**src/rtl/regfile_pkg.sv**
```systemverilog
// Shared types and default sizing for the register file and its clear sequencer.
package regfile_pkg;

    localparam int DEF_DATA_W = 8;
    localparam int DEF_DEPTH  = 8;

    typedef enum logic {
        ST_IDLE  = 1'b0,
        ST_CLEAR = 1'b1
    } clr_state_e;

endpackage

```
**src/rtl/regfile_if.sv**
```systemverilog
// Operand-fetch / writeback bus of the register file: two read ports, pair read, write port, clear control.
interface regfile_if
    import regfile_pkg::*;
#(
    parameter int DATA_W = DEF_DATA_W,
    parameter int DEPTH  = DEF_DEPTH
) ();

    localparam int ADDR_W = $clog2(DEPTH);

    logic [ADDR_W-1:0]   rs1_addr;
    logic [ADDR_W-1:0]   rs2_addr;
    logic [DATA_W-1:0]   rs1_data;
    logic [DATA_W-1:0]   rs2_data;
    logic [2*DATA_W-1:0] rp_data;
    logic                wr_en;
    logic                wr_pair;
    logic [ADDR_W-1:0]   wr_addr;
    logic [2*DATA_W-1:0] wr_data;
    logic                clr_req;
    logic                busy;
    logic                wr_err;

    modport master (
        output rs1_addr, rs2_addr, wr_en, wr_pair, wr_addr, wr_data, clr_req,
        input  rs1_data, rs2_data, rp_data, busy, wr_err
    );

    modport slave (
        input  rs1_addr, rs2_addr, wr_en, wr_pair, wr_addr, wr_data, clr_req,
        output rs1_data, rs2_data, rp_data, busy, wr_err
    );

endinterface

```
**src/rtl/regfile_clear_fsm.sv**
```systemverilog
// Clear sequencer: walks the array one entry per cycle and flags writes dropped while it runs.
module regfile_clear_fsm
    import regfile_pkg::*;
#(
    parameter int  DEPTH  = DEF_DEPTH,
    localparam int ADDR_W = $clog2(DEPTH)
) (
    input  logic              clk,
    input  logic              reset_n,
    input  logic              i_clr_req,
    input  logic              i_wr_en,
    output logic              o_busy,
    output logic              o_wr_err,
    output logic              o_clr_en,
    output logic [ADDR_W-1:0] o_clr_addr
);

    localparam logic [ADDR_W-1:0] LAST_PTR = ADDR_W'(DEPTH - 1);

    clr_state_e        r_state;
    clr_state_e        w_state_next;
    logic [ADDR_W-1:0] r_clr_ptr;
    logic [ADDR_W-1:0] w_clr_ptr_next;
    logic              r_wr_err;

    always_ff @(posedge clk or negedge reset_n) begin
        if (!reset_n) begin
            r_state   <= ST_IDLE;
            r_clr_ptr <= '0;
            r_wr_err  <= 1'b0;
        end else begin
            r_state   <= w_state_next;
            r_clr_ptr <= w_clr_ptr_next;
            r_wr_err  <= i_wr_en && (r_state == ST_CLEAR);
        end
    end

    // clr_req is only looked at in IDLE, so a request during a sweep is simply lost
    always_comb begin
        w_state_next   = r_state;
        w_clr_ptr_next = r_clr_ptr;
        case (r_state)
            ST_IDLE: begin
                if (i_clr_req) begin
                    w_state_next   = ST_CLEAR;
                    w_clr_ptr_next = '0;
                end
            end
            ST_CLEAR: begin
                w_clr_ptr_next = r_clr_ptr + 1'b1;
                if (r_clr_ptr == LAST_PTR) begin
                    w_state_next = ST_IDLE;
                end
            end
            default: begin
                w_state_next   = ST_IDLE;
                w_clr_ptr_next = '0;
            end
        endcase
    end

    assign o_busy     = (r_state == ST_CLEAR);
    assign o_clr_en   = (r_state == ST_CLEAR);
    assign o_clr_addr = r_clr_ptr;
    assign o_wr_err   = r_wr_err;

endmodule

```
**src/rtl/regfile_pair.sv**
```systemverilog
// General-purpose register file: two forwarded read ports, pair read, single/pair write, hardware clear.
module regfile_pair
    import regfile_pkg::*;
#(
    parameter int                DATA_W    = DEF_DATA_W,
    parameter int                DEPTH     = DEF_DEPTH,
    parameter logic [DATA_W-1:0] RESET_VAL = '0,
    localparam int               ADDR_W    = $clog2(DEPTH)
) (
    input  logic     clk,
    input  logic     reset_n,
    regfile_if.slave bus
);

    logic [DATA_W-1:0]   r_regs [DEPTH];
    logic                w_busy;
    logic                w_wr_err;
    logic                w_clr_en;
    logic [ADDR_W-1:0]   w_clr_addr;
    logic                w_wr_go;
    logic                w_wr_pair;
    logic [ADDR_W-1:0]   w_wr_addr;
    logic [ADDR_W-1:0]   w_wr_addr_nxt;
    logic [ADDR_W-1:0]   w_rs1_addr_nxt;
    logic [DATA_W-1:0]   w_wr_hi;
    logic [DATA_W-1:0]   w_wr_lo;
    logic [DATA_W-1:0]   w_rs1_data;
    logic [DATA_W-1:0]   w_rs2_data;
    logic [2*DATA_W-1:0] w_rp_data;

    regfile_clear_fsm #(.DEPTH(DEPTH)) u_clear_fsm (
        .clk        (clk),
        .reset_n    (reset_n),
        .i_clr_req  (bus.clr_req),
        .i_wr_en    (bus.wr_en),
        .o_busy     (w_busy),
        .o_wr_err   (w_wr_err),
        .o_clr_en   (w_clr_en),
        .o_clr_addr (w_clr_addr)
    );

    // Writes are only accepted outside a clear sweep; the same gate controls forwarding.
    assign w_wr_go        = bus.wr_en & ~w_busy;
    assign w_wr_pair      = bus.wr_pair;
    assign w_wr_addr      = bus.wr_addr;
    assign w_wr_addr_nxt  = bus.wr_addr + 1'b1;
    assign w_rs1_addr_nxt = bus.rs1_addr + 1'b1;
    assign w_wr_hi        = bus.wr_pair ? bus.wr_data[2*DATA_W-1:DATA_W] : bus.wr_data[DATA_W-1:0];
    assign w_wr_lo        = bus.wr_data[DATA_W-1:0];

    for (genvar gi = 0; gi < DEPTH; gi++) begin : g_reg
        localparam logic [ADDR_W-1:0] IDX = ADDR_W'(gi);
        always_ff @(posedge clk or negedge reset_n) begin
            if (!reset_n) begin
                r_regs[gi] <= RESET_VAL;
            end else if (w_clr_en && (w_clr_addr == IDX)) begin
                r_regs[gi] <= RESET_VAL;
            end else if (w_wr_go && (w_wr_addr == IDX)) begin
                r_regs[gi] <= w_wr_hi;
            end else if (w_wr_go && w_wr_pair && (w_wr_addr_nxt == IDX)) begin
                r_regs[gi] <= w_wr_lo;
            end
        end
    end

    function automatic logic [DATA_W-1:0] read_fwd(input logic [ADDR_W-1:0] addr);
        logic [DATA_W-1:0] val;
        val = r_regs[addr];
        if (w_wr_go && (addr == w_wr_addr)) begin
            val = w_wr_hi;
        end else if (w_wr_go && w_wr_pair && (addr == w_wr_addr_nxt)) begin
            val = w_wr_lo;
        end
        return val;
    endfunction

    always_comb begin
        w_rs1_data = read_fwd(bus.rs1_addr);
        w_rs2_data = read_fwd(bus.rs2_addr);
        w_rp_data  = {read_fwd(bus.rs1_addr), read_fwd(w_rs1_addr_nxt)};
    end

    assign bus.rs1_data = w_rs1_data;
    assign bus.rs2_data = w_rs2_data;
    assign bus.rp_data  = w_rp_data;
    assign bus.busy     = w_busy;
    assign bus.wr_err   = w_wr_err;

endmodule

```
**src/flat_wrapper.sv**
```systemverilog
// flat-port wrapper written by rule: the top's interface ports become plain ports
module regfile_pair_flat import regfile_pkg::*;
#(
    parameter int                DATA_W    = DEF_DATA_W,
    parameter int                DEPTH     = DEF_DEPTH,
    parameter logic [DATA_W-1:0] RESET_VAL = '0,
    localparam int               ADDR_W    = $clog2(DEPTH)
)
  (clk, reset_n, bus_rs1_addr, bus_rs2_addr, bus_wr_en, bus_wr_pair, bus_wr_addr, bus_wr_data, bus_clr_req, bus_rs1_data, bus_rs2_data, bus_rp_data, bus_busy, bus_wr_err);
  regfile_if #(.DATA_W(DATA_W), .DEPTH(DEPTH)) bus_i ();
  input  logic clk;
  input  logic reset_n;
  input wire logic [$bits(bus_i.rs1_addr)-1:0] bus_rs1_addr;
  input wire logic [$bits(bus_i.rs2_addr)-1:0] bus_rs2_addr;
  input wire logic [$bits(bus_i.wr_en)-1:0] bus_wr_en;
  input wire logic [$bits(bus_i.wr_pair)-1:0] bus_wr_pair;
  input wire logic [$bits(bus_i.wr_addr)-1:0] bus_wr_addr;
  input wire logic [$bits(bus_i.wr_data)-1:0] bus_wr_data;
  input wire logic [$bits(bus_i.clr_req)-1:0] bus_clr_req;
  output wire logic [$bits(bus_i.rs1_data)-1:0] bus_rs1_data;
  output wire logic [$bits(bus_i.rs2_data)-1:0] bus_rs2_data;
  output wire logic [$bits(bus_i.rp_data)-1:0] bus_rp_data;
  output wire logic [$bits(bus_i.busy)-1:0] bus_busy;
  output wire logic [$bits(bus_i.wr_err)-1:0] bus_wr_err;
  assign bus_i.rs1_addr = bus_rs1_addr;
  assign bus_i.rs2_addr = bus_rs2_addr;
  assign bus_i.wr_en = bus_wr_en;
  assign bus_i.wr_pair = bus_wr_pair;
  assign bus_i.wr_addr = bus_wr_addr;
  assign bus_i.wr_data = bus_wr_data;
  assign bus_i.clr_req = bus_clr_req;
  assign bus_rs1_data = bus_i.rs1_data;
  assign bus_rs2_data = bus_i.rs2_data;
  assign bus_rp_data = bus_i.rp_data;
  assign bus_busy = bus_i.busy;
  assign bus_wr_err = bus_i.wr_err;
  regfile_pair #(.DATA_W(DATA_W), .DEPTH(DEPTH), .RESET_VAL(RESET_VAL)) u_core (.clk(clk), .reset_n(reset_n), .bus(bus_i));
endmodule
```
**config.mk**
```make
export PLATFORM = sky130hd
export DESIGN_NAME = regfile_pair_flat
export DESIGN_NICKNAME = d
export VERILOG_FILES = /design/src/rtl/regfile_pkg.sv /design/src/rtl/regfile_if.sv /design/src/rtl/regfile_clear_fsm.sv /design/src/rtl/regfile_pair.sv /design/src/flat_wrapper.sv
export SDC_FILE = /design/constraint.sdc
export NUM_CORES = 1
export LEC_CHECK = 0
export ABC_AREA = 1
export BUFFER_PORTS_ARGS = -buffer_cell sky130_fd_sc_hd__clkbuf_2
export CAP_MARGIN = 40
export CORE_ASPECT_RATIO = 0.7
export CORE_MARGIN = 4
export CORE_UTILIZATION = 55
export DETAILED_ROUTE_END_ITERATION = 10
export HOLD_SLACK_MARGIN = 0.12
export PLACE_DENSITY_LB_ADDON = 0.3
export SLEW_MARGIN = 15
export SYNTH_ARGS = -nofsm -noshare
export SYNTH_HDL_FRONTEND = slang
export SYNTH_SLANG_ARGS = --single-unit
export TNS_END_PERCENT = 1
```
**constraint.sdc**
```tcl
create_clock -name clk -period 7.45 [get_ports clk]
set_input_delay 2.235 -clock clk [delete_from_list [all_inputs] [get_ports clk]]
set_output_delay 2.235 -clock clk [all_outputs]
set_load 0.02 [all_outputs]
```
* Word level (Yosys, flattened, before mapping)
Index checks and enable logic that the tools add are counted.
** Word-level totals
- Memory bits (read-only) :: 0
- Input bits :: 30
- RAM bits :: 0
- Register bits :: 69
- Latch bits :: 0
- Memories kept :: 0
** Cells by class
- $mul :: 0
- Reduce and logical (&&, ||, !) cells :: 43
- Shift operators :: 0
- Div/mod/pow operators :: 0
- Equality and inequality tests :: 28
- Muxes and demuxes :: 45
- Order comparisons :: 3
- Bitwise logic cells :: 5
- Add/subtract/negate cells :: 3
** Operators with widths (count)
- 8-bit two-way mux :: 37
- 8-bit binary-select mux with 3-bit select :: 3
- 3-bit equality test, second input constant :: 12
- 1-bit logical AND :: 32
- 3-bit nonzero test :: 8
- 3-bit by 2-bit equality test with 1-bit output, second input constant :: 6
- 3-bit equality test :: 6
- 4-bit greater-or-equal comparator, second input constant :: 3
- 3-bit inverter with 4-bit output :: 3
- 3-bit by 1-bit adder with 3-bit output, second input constant :: 3
- 3-bit by 1-bit equality test with 1-bit output, second input constant :: 3
- 3-bit zero test :: 3
- 3-bit case mux with 2 select lines :: 1
- 3-bit two-way mux :: 1
- 1-bit two-way mux :: 2
- 2-bit inequality test, second input constant :: 1
- 1-bit case mux with 2 select lines :: 1
- 1-bit bitwise AND :: 1
- 1-bit inverter :: 1

* Longest topological paths before layout
- Word-level depth :: 7
- Mapped depth :: 14
- Depth with buffers taken out :: 12

* Modules after synthesis
A second synthesis with hierarchy kept.
** Second synthesis, totals
- Cell total of the unflattened synthesis :: 1065
- Area total of the unflattened synthesis :: 6507.5 um^2
** By module, submodules not included
- regfile_pair :: seq. area each 1601.5 um^2, times used 1, area an instance 6287.3 um^2, cells each 1041
- regfile_clear_fsm :: seq. area each 125.1 um^2, times used 1, area an instance 220.2 um^2, cells each 24

* Least setup slack after synthesis
No wires, ideal clock.
- Path kind :: in2out
- Start point :: input bus_wr_addr[2]
- End point :: output bus_rs1_data[0]
- Setup slack :: 1024 ps
- Required time :: 5215 ps
- Arrival :: 4191 ps
- Stages :: 13
- Path buffers :: 3
- Cells stage by stage :: buf_4 > inv_2 > ha_1 > buf_2 > inv_1 > nand2_1 > nand2_1 > a21oi_2 > nand3_1 > nand2_1 > inv_1 > a21oi_1 > buf_4
** Between the ends
- Longest elaborated chain between the ends :: 5
** RTL lines
- start: declaration :: RTL line flat_wrapper.sv:17 : input wire logic [$bits(bus_i.wr_addr)-1:0] bus_wr_addr;
- 3-bit by 1-bit adder with 3-bit output :: RTL line regfile_pair.sv:46 : assign w_wr_addr_nxt = bus.wr_addr + 1'b1;
- 3-bit equality test
- 1-bit logical AND
- 8-bit two-way mux
- 8-bit two-way mux (*)
- end: declaration :: RTL line flat_wrapper.sv:20 : output wire logic [$bits(bus_i.rs1_data)-1:0] bus_rs1_data;
Mark *: on every way between the ends. The rest lies on a longest branch, timed or not.

* Final worst setup path
- Start point :: input bus_wr_addr[2]
- End point :: output bus_rs1_data[2]
** Between the ends
- Longest elaborated chain between the ends :: 5
** RTL lines
- 3-bit by 1-bit adder with 3-bit output :: RTL line regfile_pair.sv:46
- 3-bit equality test :: RTL line regfile_pair.sv:71 : end else if (w_wr_go && w_wr_pair && (addr == w_wr_addr_nxt)) begin
- 1-bit logical AND :: RTL line regfile_pair.sv:71
- 8-bit two-way mux :: RTL line regfile_pair.sv:71
- 8-bit two-way mux (*) :: RTL line regfile_pair.sv:69 : if (w_wr_go && (addr == w_wr_addr)) begin
Marked as above.

==> summary.txt <==
clk root buf -> clkbuf_16
register area share after synthesis -> 26.58%
share of layout cells above drive strength 1 -> 12.62%
Routed WL -> 26,040 µm
Max Freq -> 148.7 MHz
clock tree buffer depth -> 2
part of the cycle the worst path needs -> 90.27%
Post-synth EDFFs -> 0
CP cell instances -> clkbuf_2 > inv_2 > ha_1 > inv_1 > nand2_1 > nand2_1 > a21oi_2 > nand2_2 > nand3_1 > nand3_1 > o21ai_0 > clkbuf_2
TritonCTS buffer count -> 9
Final GP Congestion -> 1.083
Post-DP Area -> 0.006842 mm²
Sw Ratio -> 48.83%
slowest cell delay on critical path -> 0.47 ns
H-Tree Level Count -> 3
worst skew pair latency -> 0.34 ns
unrepaired setup endpoints after global routing -> false
Yosys top cell area share -> 26.58%
number of top-level pins -> 64
syn nets -> 1,086
cts-stage hold buffer count -> 0
top post-synthesis cells by area -> dfrtp_1 27%, nand2_1 19%, nand3_1 11%
slowest CP cell -> ha_1
LEAKAGE -> 3.569 nW
Area Overhead vs Synth -> 9.958%
final hold vios -> 0
area leader, netlist -> dfrtp_1
commonest non-fill, non-tap cell in the layout -> nand2_1
max-slew violation count -> 0
Net count, final -> 1,117
pin count of the biggest net entering global routing -> 86
Worst Hold Class -> flop to flop
Pint -> 1.095 mW
CP delay by family, top -> buffers and inverters
DRT antenna net count -> 0
initial drt markers -> 1,333
vias -> 7,641
status -> finished, final reports clean
initial antenna violation count -> 0
ys flop type -> dfrtp_1
cell row count -> 32
Synth warnings -> 0
Max IR drop VDD -> 0.1694 mV
Worst Max-Slew Pin Slew -> 0.9911 ns
port bufs -> 63
synthesized area -> 0.006496 mm²
setup slack, reg-to-reg -> 5.05 ns
Die Width -> 137.9 µm
WL/cell -> 21.16 µm
Starting Density -> 57.54%
fin area -> 0.007143 mm²
Buf+Inv Stages, Crit Path -> 4
total gr overflow -> 0
critical path endpoint category -> output pin
vias per cell -> 6.207
Seq cells post-synth -> 69
sequential power share -> 30.3%
final setup fails -> 0
Critical Path Fanout Max -> 9
WL met2 -> 9613 µm
Avg Inst Size Synth -> 6.234 µm²
Post-CTS Resized -> 0
Reg clk slew, reported paths -> 0.06 ns
Period minus WS final -> 6.725 ns
total iterations of the first detailed-routing run -> 8
Sw Pwr -> 1.045 mW
Startpoint Class -> primary input
asr flop ratio synth -> 100.0%
Clk network pwr share -> 21.4%
Setup CP Type -> primary input to output pin
Die Height -> 98.93 µm
Logic pwr share -> 48.3%
number of post-CTS setup repair buffers -> 0
Pwr Density -> 299.6 mW/mm²
metal3 WL -> 4890 µm
Worst Path Arrival -> 4.49 ns
Cells after Synth -> 1,042
global-route usage over all layers -> 38.65%
clk sinks -> 69
drt drc -> 0
Max Cap Viol -> 0
most frequent cells in the layout -> 335 x nand2_1, 144 x nand3_1, 113 x inv_1
number of antenna diodes -> 0
Worst Path Required -> 5.22 ns
Metal-1 WL -> 10,340 µm
relative max-transition margin -> 33.63%
Clock Skews -> 0.004913 ns
setup TNS -> 0 ns
CTS tree -> built
Die ar. -> 0.01364 mm²
library cells used by synthesis -> 34
first-pass GRT wire length -> 39,800 µm
post-DP HPWL -> 18,340 µm
core region area -> 0.01129 mm²
vias in the first global route -> 6,885
top layer in use -> met5
cell type report:
type                    instances  area, µm²
clock buffers                  11      242.7
clock inverters                 5      58.81
fillers                      1085       4148
inverters                     125      469.2
multi-input cells             788       3991
flip-flops and latches         69       1727
well taps                     153      191.4
repair buffers                 80      462.9
power groups by stage:
| stage | sequential [mW] | clock [mW] | combinational, mW |
|---|---|---|---|
| after floorplan | 0.607 | 0 | 0.704 |
| after global placement | 0.640 | 0 | 0.973 |
| after detailed placement | 0.644 | 0 | 0.986 |
| after CTS | 0.639 | 0.454 | 0.989 |
| after global routing | 0.661 | 0.474 | 1.13 |
| final | 0.648 | 0.459 | 1.03 |
per-layer routing:
layer,global-route usage (%),vias up
met3,18.32,111
met5,2.963,-
li1,-,3498
met1,54.93,3346
met2,49.06,684
met4,16.02,2
path summary, 6_finish.rpt:
kind,cells after the start,start,endpoint
setup / recovery,12,bus_wr_addr[2],bus_rs1_data[2]
hold / removal,2,u_core.r_regs[49],u_core.r_regs[49]
setup reg to reg,5,u_core.u_clear_fsm.o_busy,u_core.r_regs[32]
hold reg to reg,2,u_core.r_regs[49],u_core.r_regs[49]
max in group asynchronous,3,reset_n,u_core.r_regs[14]
min in group asynchronous,2,reset_n,u_core.r_regs[22]
metrics by stage:
step / utilization [%] / instances / hold slack, ns / total power, mW / setup WS (ns)
floorplan: - / 1042 / 0.4530 / 1.311 / 1.024
global placement: 60.28 / 1213 / 0.4711 / 1.614 / 0.8678
detailed placement: 60.59 / 1215 / 0.4738 / 1.630 / 0.7632
CTS: 63.26 / 1231 / 0.4893 / 2.083 / 0.7531
global route: 63.26 / 1231 / 0.5110 / 2.264 / 0.4796
finish: 63.26 / 1231 / 0.4898 / 2.140 / 0.7247
worst min-delay path: cells and delay by family, from the launching register on:
| kind | cells | cell delay [ns] |
|---|---|---|
| AOI/OAI and AO/OA | 1 | 0.06 |
| DFF | 1 | 0.34 |
| and+or+nand+nor | 1 | 0.05 |
flip-flops by register name, indices dropped and copies added (netlist names):
name,cells
u_core.u_clear_fsm.o_busy,1
u_core.u_clear_fsm.o_wr_err,1
u_core.u_clear_fsm.o_clr_addr,3
u_core.r_regs,64
cells by family after synthesis:
group                    count (synthesis)  synth area share [%]
flip-flops                              69                 26.58
XOR/XNOR                                 9                 1.329
adder cells (fa/ha/maj)                 14                 2.696
AO/OA/AOI/OAI                          231                 21.46
buffers and inverters                  185                 11.98
AND/OR/NAND/NOR                        534                 35.96
cells in the mapped netlist, types with 7 or more instances:
cell      count
o21ai_0      83
ha_1         14
nor2_1       29
o211ai_1     79
clkbuf_1     14
buf_4        13
dfrtp_1      69
a21oi_1      50
buf_2        26
nand2_2       8
o21ai_2       7
nand3_1     144
o21ai_1       8
inv_1       113
nand2_1     335
No activity file was read; power rests on OpenSTA's default activity.
